**src/rtl/rgb_pwm_driver.sv**
```systemverilog
// rgb_pwm_driver: turns the sequencer's 3-bit colour code into three PWM LED
// channels. Each channel's duty cycle walks towards its target by at most
// STEP per PWM period, so colour changes fade instead of snapping.

// One LED channel: duty ramp toward target plus the PWM comparator.
module rgb_pwm_chan #(
    parameter int PWM_W = 8,
    parameter int LEVEL = 192,
    parameter int STEP  = 16
) (
    input  logic             clk,
    input  logic             rst,
    input  logic             on,
    input  logic             boundary,
    input  logic [PWM_W-1:0] pwm_cnt,
    output logic             led,
    output logic [PWM_W-1:0] duty,
    output logic             busy
);
    // One spare bit so the step arithmetic can never wrap.
    localparam logic [PWM_W:0] LVL = (PWM_W+1)'(LEVEL);
    localparam logic [PWM_W:0] STP = (PWM_W+1)'(STEP);

    logic [PWM_W:0]   cur, tgt, gap_up, gap_dn;
    logic [PWM_W-1:0] nxt;

    assign cur    = {1'b0, duty};
    assign tgt    = on ? LVL : '0;
    assign gap_up = tgt - cur;
    assign gap_dn = cur - tgt;
    assign busy   = (cur != tgt);

    // Next duty: one STEP toward the target, landing exactly on it when closer.
    always_comb begin
        nxt = duty;
        if (cur < tgt)
            nxt = (gap_up <= STP) ? PWM_W'(tgt) : PWM_W'(cur + STP);
        else if (cur > tgt)
            nxt = (gap_dn <= STP) ? PWM_W'(tgt) : PWM_W'(cur - STP);
    end

    // Duty only moves on the last cycle of a period; led is the registered compare.
    always_ff @(posedge clk) begin
        if (!rst) begin
            duty <= '0;
            led  <= 1'b0;
        end else begin
            if (boundary)
                duty <= nxt;
            led <= (pwm_cnt < duty);
        end
    end
endmodule

module rgb_pwm_driver #(
    parameter int PWM_W = 8,
    parameter int LEVEL = 192,
    parameter int STEP  = 16
) (
    input  logic             clk,
    input  logic             rst,
    input  logic [2:0]       colour,
    output logic             led_r,
    output logic             led_g,
    output logic             led_b,
    output logic [PWM_W-1:0] duty_r,
    output logic [PWM_W-1:0] duty_g,
    output logic [PWM_W-1:0] duty_b,
    output logic             busy,
    output logic             period_start
);
    localparam int NUM_CH = 3;

    logic [PWM_W-1:0]             pwm_cnt;
    logic                         boundary;
    logic [NUM_CH-1:0]            led;
    logic [NUM_CH-1:0]            ch_busy;
    logic [NUM_CH-1:0][PWM_W-1:0] duty;

    assign boundary = (pwm_cnt == {PWM_W{1'b1}});

    // Free-running period counter and start-of-period strobe.
    always_ff @(posedge clk) begin
        if (!rst) begin
            pwm_cnt      <= '0;
            period_start <= 1'b0;
        end else begin
            pwm_cnt      <= pwm_cnt + 1'b1;
            period_start <= boundary;
        end
    end

    // Channel i follows colour[i]: 2 = red, 1 = green, 0 = blue.
    for (genvar i = 0; i < NUM_CH; i++) begin : g_ch
        rgb_pwm_chan #(
            .PWM_W (PWM_W),
            .LEVEL (LEVEL),
            .STEP  (STEP)
        ) u_ch (
            .clk      (clk),
            .rst      (rst),
            .on       (colour[i]),
            .boundary (boundary),
            .pwm_cnt  (pwm_cnt),
            .led      (led[i]),
            .duty     (duty[i]),
            .busy     (ch_busy[i])
        );
    end

    assign led_r  = led[2];
    assign led_g  = led[1];
    assign led_b  = led[0];
    assign duty_r = duty[2];
    assign duty_g = duty[1];
    assign duty_b = duty[0];
    assign busy   = |ch_busy;
endmodule

```
**config.mk**
```make
export PLATFORM = sky130hd
export DESIGN_NAME = rgb_pwm_driver
export DESIGN_NICKNAME = d
export VERILOG_FILES = /design/src/rtl/rgb_pwm_driver.sv
export SDC_FILE = /design/constraint.sdc
export NUM_CORES = 1
export LEC_CHECK = 0
export BUFFER_PORTS_ARGS = -buffer_cell sky130_fd_sc_hd__buf_2
export CORE_MARGIN = 2
export CORE_UTILIZATION = 45
export CTS_CLUSTER_DIAMETER = 30
export DETAILED_ROUTE_END_ITERATION = 8
export GPL_TIMING_DRIVEN = 0
export PLACE_DENSITY = 0.64
export SKIP_CTS_REPAIR_TIMING = 1
export SLEW_MARGIN = 15
export SYNTH_ARGS = -nofsm -noshare
export SYNTH_HDL_FRONTEND = slang
export SYNTH_SLANG_ARGS = --single-unit
```
**constraint.sdc**
```tcl
create_clock -name clk -period 4.7 [get_ports clk]
set_clock_uncertainty 0.1 [all_clocks]
set_input_delay 1.175 -clock clk [delete_from_list [all_inputs] [get_ports clk]]
set_output_delay 1.175 -clock clk [all_outputs]
set_load 0.01 [all_outputs]
```
==> reports/qor.txt <==
outcome: completed
synth top area cells: ha_1 (22%), dfxtp_1 (21%), xnor2_1 (5.4%)
Core ar.: 4790 um2
Critical path origin: colour[2]
synthesized cell area: 2260 um2
Placed Cells: 355
vias after detailed routing: 1,814
1st-pass router iterations: 4
CTS tree: yes
Sink Count: 24
syn avg cell area: 8.81 um2
total number of yosys warnings: 0
Max Root-Sink Buffers: 2
CP Data Arrival Time: 2.51 ns
Main synth FF type: dfxtp_1
startpoint types: input port
Fin. Hold Viols: 0
Synth cell types: 48
Slew headroom: 64.5%
Pwr per Cell Area: 163 nW/um2
GP Congestion: 0.812
worst skew pair latency: 0.28 ns
fin. max-slew vios: 0
endpoints failing setup: 0
CTS Buf Count: 3
Worst-path clk slew: 0.08 ns
sequential area share after synthesis: 21.3%
Starting Density: 47.1%
routed vias/inst: 5.05
CP Capture Type: output port
DR WL/cell: 11.9 um
Hold Startpoint: pwm_cnt[0]
Sw Pwr: 0.108 mW
Root Buffer: clkbuf_8
P&R area growth vs syn: 12.6%
Fmax: 264 MHz
share of cells above drive strength 1: 15.4%
GRT Total Usage: 16.6%
n_diodes: 0
Final period util: 80.5%
Critical Path Fanout Max: 5
Switching Fraction: 26.1%
RSZ-0062 raised after global routing: no
Worst Path Required: 3.42 ns
Synth area leader: ha_1
Crit Reg-Reg Startpoint: g_ch[2].u_ch.duty[6]
Leakage: 1.13 nW
fin cells: 359
Hold WC Path Type: flop to flop
power share of the combinational group: 15.4%
FP Rows: 25
min cycle time layout: 3.78 ns
layout net count: 341
DRT antenna net count: 0
setup TNS: 0 ns
Worst Max-Slew Pin Slew: 0.528 ns
VDD IR max: 0.123 mV
Mapped Cells: 256
critical path type: input port to output port
Post-synth EDFFs: 0
asr flop ratio synth: 0%
post-DP HPWL: 3310 um
IO buf count: 21
sequential share of power: 49.9%
Die Area: 5600 um2
Die W: 74.8 um
max-cap violations: 0
vias in the first global route: 1,607
iteration-0 DRC count of the detailed router: 53
htree depth: 1
I/O pin cnt: 34
Seq cells post-synth: 24
DR DRC count: 0
internal power: 0.307 mW
first-pass GRT wire length: 7350 um
largest net degree at the start of global routing: 14
share of the synthesized area in the top cell type: 22.2%
routed wire length: 4270 um
Clk pwr share: 34.7%
Min Hold Slack: 0.367 ns
Die H: 74.8 um
antenna violations before repair: 0
gr ovfl total: 0
state kept, by name, indices dropped and copies added, names as in the netlist:
name and cells:
period_start 1, g_ch.u_ch.duty 12, pwm_cnt 8, g_ch.u_ch.led 3
final timing paths:
path | to | cells after the start | slack, ns
worst min-delay path | pwm_cnt[0] | 1 | 0.37
worst max register to register | g_ch[2].u_ch.duty[6] | 10 | 2.15
worst max-delay path | busy | 6 | 0.92
worst min register to register | pwm_cnt[0] | 1 | 0.37
Yosys cell counts (2+ instances only):
cell type / number
a21oi_1: 5
and2_1: 3
xor2_1: 7
o21ai_0: 12
nor2_1: 20
nor3b_1: 3
or3_4: 2
o211ai_1: 2
nand2_1: 12
o2111ai_1: 2
nor3_1: 5
dfxtp_1: 24
buf_4: 12
ha_1: 40
o21a_1: 6
a211oi_1: 4
xnor2_1: 14
a221oi_4: 2
or3_1: 4
nand2b_1: 4
o31a_1: 3
o32ai_1: 3
o22ai_1: 3
clkbuf_1: 5
and3_1: 3
nand3_1: 11
fa_1: 3
inv_1: 18
mux2i_1: 3
o2111a_1: 2
a31oi_1: 2
worst max-delay path: stages:
cell and delay, ns:
buf_2 0.14, inv_1 0.10, ha_1 0.32, nand3_1 0.20, or3_1 0.42, buf_2 0.14
metrics by stage:
stage / setup slack, ns / cell area [um2] / power (mW) / utilization (%)
2_1_floorplan: 1.31 / 2300 / 0.262 / -
3_3_place_gp: 0.912 / 2490 / 0.275 / 51.9
3_5_place_dp: 0.912 / 2490 / 0.275 / 51.9
4_1_cts: 0.901 / 2540 / 0.421 / 53.1
5_1_grt: 0.835 / 2540 / 0.437 / 53.1
6_report: 0.918 / 2540 / 0.415 / 53.1
power groups by stage:
stage | clock network [mW] | logic, mW | registers [mW]
4_1_cts | 0.150 | 0.0639 | 0.207
6_report | 0.144 | 0.0640 | 0.207
5_1_grt | 0.156 | 0.0729 | 0.208
3_5_place_dp | 0 | 0.0635 | 0.212
2_1_floorplan | 0 | 0.0501 | 0.212
3_3_place_gp | 0 | 0.0629 | 0.212
placed cells by master, fill, tap and decap left out, types with 2 or more instances in the layout:
cell       instances
o211ai_1           2
nor3_1             5
o21a_1             6
or3_1              4
a31oi_1            2
inv_1             18
nor3b_1            3
o22ai_1            3
xnor2_1           14
clkbuf_8           4
buf_2             22
clkbuf_1           5
o32ai_1            3
conb_1            12
and2_1             3
nor2_1            20
nand2_1           12
nand2b_1           4
ha_1              40
mux2i_1            3
buf_4             12
a211oi_1           4
o21ai_0           12
o31a_1             3
nand3_1           11
o2111ai_1          2
and3_1             3
fa_1               3
dfxtp_1           24
a21oi_1            5
xor2_1             7
or3_4              2
o2111a_1           2
a221oi_4           2
cell families (layout without fill, tap and decap cells):
family / count (synthesis) / after routing / synth area share (%)
xor+xnor: 21 / 21 / 8.15
flops: 24 / 24 / 21.3
simple gates: 70 / 70 / 15.8
other cells: 1 / 12 / 0.166
buf+inv: 38 / 63 / 8.71
mux: 3 / 3 / 1.33
compound gates: 56 / 56 / 19.7
fa+ha+maj: 43 / 43 / 24.8
per-layer routing:
metal,share of wire [%],vias to the layer above,global-route usage (%)
li1,-,963,-
met1,51,816,22.9
met2,45,31,27.1
met3,3.3,4,2.81
met4,0.89,0,4.17
met5,0,-,0
layout make-up:
cell class                 count  area, um2
timing repair buffer          21        105
clock buffer                   4       55.1
tap                           67       83.8
multi-input combinational    205       1620
fill                         477       2240
buffer                        19        125
inverter                      19       71.3
sequential                    24        480
Power figures use the tool's default switching activity.
